### config.mk
export PLATFORM = sky130hd
export DESIGN_NAME = toggle_sequencer
export DESIGN_NICKNAME = d
export VERILOG_FILES = /design/src/rtl/toggle_sequencer.sv
export SDC_FILE = /design/constraint.sdc
export NUM_CORES = 1
export LEC_CHECK = 0
export BUFFER_PORTS_ARGS = -buffer_cell sky130_fd_sc_hd__buf_4
export CORE_UTILIZATION = 40
export DETAILED_ROUTE_END_ITERATION = 10
export GPL_TIMING_DRIVEN = 0
export PLACE_DENSITY = 0.7
export SYNTH_ARGS = -nofsm -noshare
export SYNTH_HDL_FRONTEND = slang
export SYNTH_SLANG_ARGS = --single-unit
### constraint.sdc
create_clock -name clk -period 3.1 [get_ports clk]
set_input_delay 0.465 -clock clk [delete_from_list [all_inputs] [get_ports clk]]
set_output_delay 0.465 -clock clk [all_outputs]
set_load 0.05 [all_outputs]
### src/rtl/toggle_sequencer.sv
// toggle_sequencer: valid/ready command sequencer issuing 1-cycle T-enable pulses to a T flip-flop bank.
// Optional abort input is compiled in when TSEQ_ABORT_EN is defined.
module toggle_sequencer #(
    parameter int WIDTH = 4,
    parameter int CNT_W = 8,
    parameter int GAP_W = 4
) (
    input  logic             clk,
    input  logic             rst,
    input  logic             cmd_valid,
    output logic             cmd_ready,
    input  logic [WIDTH-1:0] cmd_mask,
    input  logic [CNT_W-1:0] cmd_count,
    input  logic [GAP_W-1:0] cmd_gap,
`ifdef TSEQ_ABORT_EN
    input  logic             abort,
`endif
    output logic [WIDTH-1:0] t_out,
    output logic [WIDTH-1:0] q,
    output logic             busy,
    output logic             done
);

    localparam logic [1:0] IDLE  = 2'd0;
    localparam logic [1:0] PULSE = 2'd1;
    localparam logic [1:0] GAP   = 2'd2;
    localparam logic [1:0] DONE  = 2'd3;

    localparam logic [CNT_W-1:0] CNT_ONE = {{(CNT_W-1){1'b0}}, 1'b1};
    localparam logic [GAP_W-1:0] GAP_ONE = {{(GAP_W-1){1'b0}}, 1'b1};

    logic [1:0]       state_q,   state_d;
    logic [WIDTH-1:0] mask_q,    mask_d;
    logic [CNT_W-1:0] cnt_q,     cnt_d;
    logic [GAP_W-1:0] gap_q,     gap_d;
    logic [GAP_W-1:0] gap_cnt_q, gap_cnt_d;
    logic [WIDTH-1:0] t_out_q,   t_out_d;
    logic [WIDTH-1:0] q_q,       q_d;
    logic             done_q,    done_d;
    logic             abort_hit;

`ifdef TSEQ_ABORT_EN
    assign abort_hit = abort;
`else
    assign abort_hit = 1'b0;
`endif

    always_comb begin
        state_d   = state_q;
        mask_d    = mask_q;
        cnt_d     = cnt_q;
        gap_d     = gap_q;
        gap_cnt_d = gap_cnt_q;
        case (state_q)
            IDLE: begin
                if (cmd_valid) begin
                    mask_d  = cmd_mask;
                    cnt_d   = cmd_count;
                    gap_d   = cmd_gap;
                    state_d = (cmd_count == '0) ? DONE : PULSE;
                end
            end
            PULSE: begin
                cnt_d = cnt_q - CNT_ONE;
                if (abort_hit || (cnt_q == CNT_ONE)) begin
                    state_d = DONE;
                end else if (gap_q == '0) begin
                    state_d = PULSE;
                end else begin
                    state_d   = GAP;
                    gap_cnt_d = gap_q;
                end
            end
            GAP: begin
                if (abort_hit) begin
                    state_d = DONE;
                end else if (gap_cnt_q == GAP_ONE) begin
                    state_d   = PULSE;
                    gap_cnt_d = '0;
                end else begin
                    gap_cnt_d = gap_cnt_q - GAP_ONE;
                end
            end
            DONE: begin
                state_d = IDLE;
            end
            default: begin
                state_d = IDLE;
            end
        endcase

        // Outputs are registered, so they are decoded from the state being entered.
        t_out_d = (state_d == PULSE) ? mask_d : '0;
        done_d  = (state_d == DONE);
        q_d     = q_q ^ t_out_q;
    end

    always_ff @(posedge clk or negedge rst) begin
        if (!rst) begin
            state_q   <= IDLE;
            mask_q    <= '0;
            cnt_q     <= '0;
            gap_q     <= '0;
            gap_cnt_q <= '0;
            t_out_q   <= '0;
            q_q       <= '0;
            done_q    <= 1'b0;
        end else begin
            state_q   <= state_d;
            mask_q    <= mask_d;
            cnt_q     <= cnt_d;
            gap_q     <= gap_d;
            gap_cnt_q <= gap_cnt_d;
            t_out_q   <= t_out_d;
            q_q       <= q_d;
            done_q    <= done_d;
        end
    end

    assign cmd_ready = (state_q == IDLE);
    assign busy      = (state_q != IDLE);
    assign t_out     = t_out_q;
    assign q         = q_q;
    assign done      = done_q;

endmodule

Word-level counts from Yosys, hierarchy flattened
Index checks and enable logic that the tools add are counted.

$add $sub $neg: 2. Eq/ne operators: 10. Mux-type cells: 15. Bitwise logic cells: 1. Reductions and logical operators: 9.

Operator list (number): 4-bit 2-to-1 mux (6); 8-bit one-hot mux with 2 select lines (1); 2-bit 2-to-1 mux (5); 8-bit by 1-bit equality test with 1-bit output (second input constant) (1); 8-bit logical NOT (1); 8-bit 2-to-1 mux (1); 2-bit one-hot mux with 4 select lines (1); 4-bit one-hot mux with 2 select lines (1); 8-bit by 1-bit subtractor with 8-bit output (second input constant) (1); 2-bit equality test (second input constant) (3); 2-bit != test (second input constant) (3); 2-bit nonzero test (3); 2-bit by 1-bit equality test with 1-bit output (second input constant) (2); 4-bit by 1-bit equality test with 1-bit output (second input constant) (1); 4-bit logical NOT (1); 2-bit AND reduction (2); 4-bit by 1-bit subtractor with 4-bit output (second input constant) (1); 4-bit XOR (1); 3-bit AND reduction (1); 2-bit logical NOT (1).

Bits in registers: 31. Input port bits: 19. Output and inout bits: 11. Logic and storage cells: 45.

Logic depth before layout (Yosys ltp)
Gate-level depths: netlist (run 1).

Depth after elaboration: 6. Gate-level depth with buffers: 6. Mapped depth without buffers: 6.

Worst setup path before layout (run 1)
OpenSTA, ideal clock, no wires.

Path kind: flip-flop to flip-flop. From: reg state_q[1]. To: reg cnt_q[3]. Library setup time: 0.094 ns. Arrival: 2.157 ns. Required time: 3.006 ns. Setup slack: 0.849 ns. Stages on the path, launching flop included: 7. Path buffers: 2. Period minus slack after synthesis: 2.251 ns. Path through: dfrtp_1 nor2_1 and2_1 clkbuf_1 clkbuf_1 nor3_1 a211oi_1.

Word-level cells in the longest chain between the ends: 3. Elaborated cells on any way between the ends: 6. Classes of those cells: 2 x eq/ne; 1 x mux; 3 x reduce/logical.

Ends and longest elaborated chain: start: declaration (RTL line 32) `logic [1:0] state_q, state_d;`; start signal: assignment (RTL line 109) `state_q <= state_d;`; 2-bit logical NOT (*); via cmd_ready (RTL line 11) `output logic cmd_ready,`; 2-bit != test (no line) / 2-bit nonzero test (equally long branches); 2-bit AND reduction (no line); end signal: assignment (RTL line 111) `cnt_q <= cnt_d;`; end: declaration (RTL line 34) `logic [CNT_W-1:0] cnt_q, cnt_d;`.

Mark *: on every way through the listed nets, which the timed path passes. The rest lies on a longest branch. A chain may end at the register's enable or synchronous reset.

Final worst setup path (run 1)
From: reg cnt_q[3]. To: reg gap_cnt_q[1].

Word-level cells in the longest chain between the ends: 3.

Ends and longest elaborated chain: 8-bit by 1-bit equality test with 1-bit output (RTL line 65) `if (abort_hit || (cnt_q == CNT_ONE)) begin`; 2-bit != test (no line); 3-bit AND reduction (no line); end signal: assignment (RTL line 113) `gap_cnt_q <= gap_cnt_d;`; end: declaration (RTL line 36) `logic [GAP_W-1:0] gap_cnt_q, gap_cnt_d;`.

No other way between the ends.

==> metrics.txt, run 1 <==
crit path kind=flop to flop; Synth top area share=51.7%; Die Span Y=63.3 um; sequential power share=a little over a third; IO buf count=29; Buf/Inv on CP=1; Initial DRT Pass Iterations=4; Sw Ratio=44.8%; sequential element share of the synthesized area=51.7%; Syn Nets=between 150 and 200; largest net degree at the start of global routing=32; CP max-delay cell=or4_1; min Tclk post-route=about 2.1 ns; Synth cell types=35; Final Setup Violations=0; DR vias/cell=around 5.4; pre-CTS setup slack=0.994 ns; crit start category=flop; critical path depth in cells=5; WP data arrival=roughly 2.3 ns; PostCTS Resize Cnt=0; CP delay by family, top=compound AO/OA/AOI/OAI gates; Max Fclk=0.471 GHz; Critical Path Start=cnt_q[3]$_DFFE_PN0P_; Worst setup EP type=flop; antenna-violating nets left=0; antenna cells=0; setup TNS=0 ns; layout net count=200; worst hold-check path type=primary input to async pin; Worst VDD drop=365 uV; GR Overflow Total=0; Post-route DRC=0; CP max stage delay=0.53 ns; Post-Synthesis Cells=approximately 140; Worst Reg-to-Reg Cells=5; Post-CTS Hold Buffers=0; DR iter-0 viols=60; crit-path cells=or4_1 -> buf_2 -> o211a_4 -> mux2_4 -> a221o_1; setup slack after layout=slightly below 1 ns; max cap viols=0; initial antenna violation count=0; CTS Buffer Depth=2; run status=complete, no violations; RSZ-0062 raised after global routing=no; Clock Latency Late Sink=between 0.2 and 0.3 ns; number of synthesis warnings=0; Final period util=68.5%; global-route wire length before repair=~5.6 mm; cell area after synthesis=roughly 1500 um^2; hpwl dp=2.24 mm; Slew @ Worst Pin=0.733 ns; global-route usage over all layers=a little under a fifth; Die Wd=roughly 63 um; Slew Limit Fails=0; Area Overhead vs Synth=23.9%; cell taking the most area after synthesis=dfrtp_1; Worst slew margin=between 50 and 60%; CP Max Fanout=7; P_int=between 0.001 and 0.0015 W; Area contributors post-synth=dfrtp_1, nand2_1, ha_1; LEAKAGE=around 0.88 nW; Logic pwr share=about half; clock power share=about 14%; Starting Density=a little over two fifths; total CTS buffers=5; total routed wirelength=roughly 3.1 mm; vias in the first global route=~1300; Num Clock Sinks=31; skew final=0.00347 ns; register bit total from synthesis=31; placed cell count=216; fin util=53.6%; final hold vios=0; share of layout cells above drive strength 1=~27%; Power Dens Cells=1150 nW/um^2; Finished Layout Cells=between 200 and 250; TritonCTS clock tree=yes; DIE AREA=around 4000 um^2; CTS clk-pin slew, worst paths=about 0.06 ns; reg2reg start=cnt_q[3]$_DFFE_PN0P_; Net Sw Power=0.000961 W; root buffer cell=clkbuf_8; Avg Cell Area, Syn=~11 um^2; Via Count=between 1000 and 1500; setup repair bufs after CTS=0; # rows=21; core footprint=about 3500 um^2; H-tree depth=2; I/O pins=30; WP data required=3.27 ns; drt wl/cell=about 14 um; Routability Congestion=around 0.87
[worst register-to-register path: stages (launching register included)]
cell	delay [ns]
dfrtp_1	0.44
or4_1	0.53
buf_2	0.17
o211a_4	0.28
mux2_4	0.30
a221o_1	0.29
[Yosys cell counts]
library cell   n
buf_2          1
o2111a_1       1
o31ai_1        2
mux2_2         4
o211a_4        1
and2_1         1
nand3_1        2
a221o_1        4
o311a_2        1
a211o_1        1
mux2_4         1
o21ai_0        1
or4_1          4
nor2_1        10
or4b_2         1
a21oi_1        4
nor2b_1        2
a211oi_1       4
inv_1          7
o21bai_1       1
nand3b_1       2
mux2i_1        2
o311ai_0       2
nand2_1       17
and3_1         1
dfrtp_1       31
o211ai_1       3
nand2b_1       2
or3b_2         2
nor4_1         2
nor3b_1        6
xor2_1         4
ha_1           4
nor3_1         5
clkbuf_1       5
[sequential cells by signal, summed over array words and instances, names as in the netlist]
| name | cells |
|---|---|
| cnt_q | 8 |
| done | 1 |
| gap_cnt_q | 4 |
| gap_q | 4 |
| mask_q | 4 |
| q | 4 |
| state_q | 2 |
| t_out | 4 |
[layout make-up]
type | count | area [um^2]
Inverter | 7 | 26.3
Sequential cell | 31 | 776
Clock buffer | 5 | 68.8
Tap cell | 46 | 57.6
Buffer | 6 | 23.8
Timing Repair Buffer | 29 | 218
Clock inverter | 3 | 15.0
Multi-Input combinational cell | 97 | 676
Fill cell | 330 | 1610
[routing by layer]
| metal | global-route usage [%] | vias to the layer above | part of all wire, % |
|---|---|---|---|
| li1 | - | 577 | - |
| met1 | 23.0 | 591 | 45 |
| met2 | 28.8 | 48 | 47 |
| met3 | 6.16 | 4 | 5.9 |
| met4 | 9.38 | 0 | 1.8 |
| met5 | 0 | - | 0 |
[final timing paths]
| kind | to | slack, ns |
|---|---|---|
| setup / recovery | gap_cnt_q[1]$_DFFE_PN0P_ | 0.98 |
| setup reg to reg | gap_cnt_q[1]$_DFFE_PN0P_ | 0.98 |
| hold reg to reg | q[2]$_DFF_PN0_ | 0.46 |
| min in group clk | gap_q[0]$_DFFE_PN0P_ | 0.37 |
| max in group asynchronous | cnt_q[1]$_DFFE_PN0P_ | 2.72 |
| hold / removal | mask_q[0]$_DFF_PN0_ | 0.10 |
[power groups by stage]
stage / clock network [W] / logic (W) / registers, W
6_report: 0.000302 / 0.00106 / 0.000777
5_1_grt: 0.000330 / 0.00115 / 0.000814
3_5_place_dp: 0 / 0.00106 / 0.000782
3_3_place_gp: 0 / 0.00103 / 0.000771
4_1_cts: 0.000308 / 0.00107 / 0.000775
2_1_floorplan: 0 / 0.000602 / 0.000937
[cells by family (layout without fill, tap and decap cells)]
| kind of cell | after synthesis | count (layout) | synth area share [%] |
|---|---|---|---|
| muxes | 7 | 7 | 5.33 |
| xor gates and xnor gates | 4 | 4 | 2.33 |
| adders and majority gates | 4 | 4 | 3.33 |
| and+or+nand+nor | 57 | 57 | 20.2 |
| AOI/OAI and AO/OA | 25 | 25 | 13.8 |
| DFF | 31 | 31 | 51.7 |
| buffers and inverters | 13 | 50 | 3.33 |
[per-stage QoR]
step / hold WS [ns] / instance area, um^2 / power (W)
floorplan: 0.169 / 1500 / 0.00154
global placement: 0.416 / 1780 / 0.00180
detailed placement: 0.418 / 1780 / 0.00184
CTS: 0.110 / 1860 / 0.00216
global route: 0.127 / 1860 / 0.00229
finish: 0.102 / 1860 / 0.00214
[cell usage in the layout, fill, tap and decap left out, types with 5 or more instances in the layout]
cell	n
inv_1	7
nor2_1	10
clkbuf_8	5
dfrtp_1	31
nor3b_1	6
clkbuf_1	5
nand2_1	17
buf_4	29
nor3_1	5
(Power assumes the default switching activity.)
==> inputs of run 2 (changes only) <==
--- a/config.mk
+++ b/config.mk
@@ -9,7 +9,7 @@
 export CORE_UTILIZATION = 40
 export DETAILED_ROUTE_END_ITERATION = 10
 export GPL_TIMING_DRIVEN = 0
-export PLACE_DENSITY = 0.7
+export PLACE_DENSITY = 0.72
 export SYNTH_ARGS = -nofsm -noshare
 export SYNTH_HDL_FRONTEND = slang
 export SYNTH_SLANG_ARGS = --single-unit
==> constraint.sdc (replaced) <==
create_clock -name clk -period 1.8 [get_ports clk]
set_input_delay 0.27 -clock clk [delete_from_list [all_inputs] [get_ports clk]]
set_output_delay 0.27 -clock clk [all_outputs]
set_load 0.05 [all_outputs]
==> run 2 against run 1 <==
Clock skew up 0.00074 ns. Critical path type unchanged. First-iteration DRC count down 17%. Routed wire length grew 13%. Via count increased by 4.3%. Critical endpoint unchanged. Largest cell class unchanged. Setup slack worse by 1.1 ns. Die area is the same. Core utilization rose by 5.0 points. Sequential share of layout area fell by 3.4 points. The run now ends with negative setup slack left. Register-to-register slack got worse by 1.1 ns. Sequential cell count is the same. Global-route usage up 1.1 points. Final cell count rose by 3.6%.
==> metrics.txt, run 2 (synthesis gave the netlist of run 1 again) <==
run status=finished with violations; failing checks=negative setup slack; Num Clock Sinks=31 (unchanged); antenna-violating nets left=0 (unchanged); Worst slew margin=65.8% (+15 points); total CTS buffers=5 (unchanged); # rows=21 (unchanged); DR vias/cell=5.48 (+0.67%); largest register by flop count=cnt_q; CP max-delay cell=or4_4; skew final=0.00421 ns (+0.000742 ns); CTS clk-pin slew, worst paths=0.07 ns (about the same); hpwl dp=2.39 mm (+6.8%); Die Wd=63.3 um (unchanged); WHS=0.181 ns (+0.0787 ns); crit path kind=flop to flop; Max Fclk=0.520 GHz (+10%); global-route usage over all layers=19.7% (+1.1 points); H-tree depth=2 (unchanged); final hold vios=0 (unchanged); Area Overhead vs Synth=35.4%; Clock Latency Late Sink=0.28 ns (about the same); Slew Limit Fails=0 (unchanged); WP data arrival=2.09 ns (-0.20 ns); Worst VDD drop=757 uV (+110%); vias in the first global route=1256 (unchanged); global-route wire length before repair=5.91 mm (+5.8%); RSZ-0062 raised after global routing=yes; largest net degree at the start of global routing=32 (unchanged); LEAKAGE=0.946 nW (+7.9%); share of layout cells above drive strength 1=39.2% (+12 points); Post-route DRC=0 (unchanged); CP max stage delay=0.56 ns (+0.03 ns); Power Dens Cells=2020 nW/um^2 (+76%); Final period util=107% (+38 points); Multi-input gate area=751 um^2 (+11%); most common cell after layout, fill and taps aside=buf_4; crit start category=flop; IO buf count=29 (unchanged); Final Setup Violations=7 (+7); root buffer cell=clkbuf_8; GR Overflow Total=0 (unchanged); CP Max Fanout=2 (-5); drt wl/cell=15.3 um (+9.1%); worst hold-check path type=primary input to flop; CP delay by family, top=simple AND/OR/NAND/NOR gates; initial antenna violation count=0 (unchanged); core footprint=3470 um^2 (unchanged); WP data required=1.97 ns (-1.30 ns); crit-path cells=or4_4 -> o211a_4 -> mux2_4 -> a221o_1; Slew @ Worst Pin=0.508 ns (-0.226 ns); total routed wirelength=3.55 mm (+13%); I/O pins=30 (unchanged); Initial DRT Pass Iterations=6 (+2); Die Span Y=63.3 um (unchanged); CTS Buffer Depth=2 (unchanged); min Tclk post-route=1.92 ns (-0.200 ns); DIE AREA=4000 um^2 (unchanged); FF/Latch Area=779 um^2 (+0.48%); number of flip-flops in the largest register=8 (unchanged); antenna cells=0 (unchanged); Routability Congestion=0.885 (+2.3%); post-route total power=0.00412 W (+92%); Worst setup EP type=flop; max cap viols=0 (unchanged); Via Count=1272 (+4.3%); Fill cells=301 (-8.8%); Starting Density=43.3% (unchanged); TritonCTS clock tree=yes; setup slack after layout=-0.125 ns (-1.10 ns); commonest cells after routing, fill and taps aside=buf_4, dfrtp_1, nand2_1; DR iter-0 viols=50 (-17%); layout net count=208 (+4.0%); Buf/Inv on CP=0 (-1)
[run 2: through the flow]
stage | area (um^2) | setup WS (ns) | utilization, % | setup TNS, ns | cells
after CTS | 2000 | -0.168 | 57.7 | -0.559 | 231
after global routing | 2030 | -0.156 | 58.6 | -0.997 | 232
after detailed placement | 1790 | -0.224 | 51.7 | -1.86 | 216
after global placement | 1790 | -0.229 | 51.7 | -1.29 | 216
after floorplan | 1520 | -0.170 | - | -0.170 | 141
final | 2030 | -0.125 | 58.6 | -0.215 | 232
[run 2: power by group]
part	internal (W)	switching, W	total (W)
Clock	0.000349	0.000255	0.000603
Sequential	0.00105	0.000318	0.00137
Combinational	0.000927	0.00121	0.00214
Total	0.00233	0.00179	0.00412
[run 2: final cells by class]
type / count / share of cell area [%]
Timing Repair Buffer: 40 / 14.9
Sequential cell: 31 / 38.3
Buffer: 3 / 0.800
Tap cell: 46 / 2.83
Clock buffer: 8 / 4.92
Inverter: 7 / 1.29
Multi-Input combinational cell: 97 / 36.9
[run 2: path summary, 6_finish.rpt]
check	from	end	slack, ns	cells past startpoint
max in group asynchronous	rst	cnt_q[3]$_DFFE_PN0P_	1.04	2
max reg2reg	cnt_q[5]$_DFFE_PN0P_	gap_cnt_q[1]$_DFFE_PN0P_	-0.12	4
min reg2reg	q[3]$_DFF_PN0_	q[3]$_DFF_PN0_	0.47	1
min	cmd_gap[3]	gap_q[3]$_DFFE_PN0P_	0.18	3
min in group asynchronous	rst	q[1]$_DFF_PN0_	0.45	2
max	cnt_q[5]$_DFFE_PN0P_	gap_cnt_q[1]$_DFFE_PN0P_	-0.12	4
[run 2: metal layers]
layer / vias to the layer above / part of all wire, % / track usage, %
met4: 0 / 1.6 / 8.52
met2: 51 / 51 / 34.0
li1: 598 / - / -
met3: 5 / 5.6 / 4.53
met1: 618 / 42 / 23.2
met5: - / 0 / 0
[run 2: repair_timing]
action | CTS | global route
endpoints found under the hold margin | 31 | 0
buffers inserted | 7 | 3
endpoints found under the setup margin | 14 | 15
pin swaps | 6 | 3
hold buffers | 1 | 0
resized for setup | 15 | 7
[run 2: worst reg2reg max path: stages (launching register included)]
cell and delay, ns:
dfrtp_1 0.40, or4_4 0.56, o211a_4 0.28, mux2_4 0.29, a221o_1 0.28
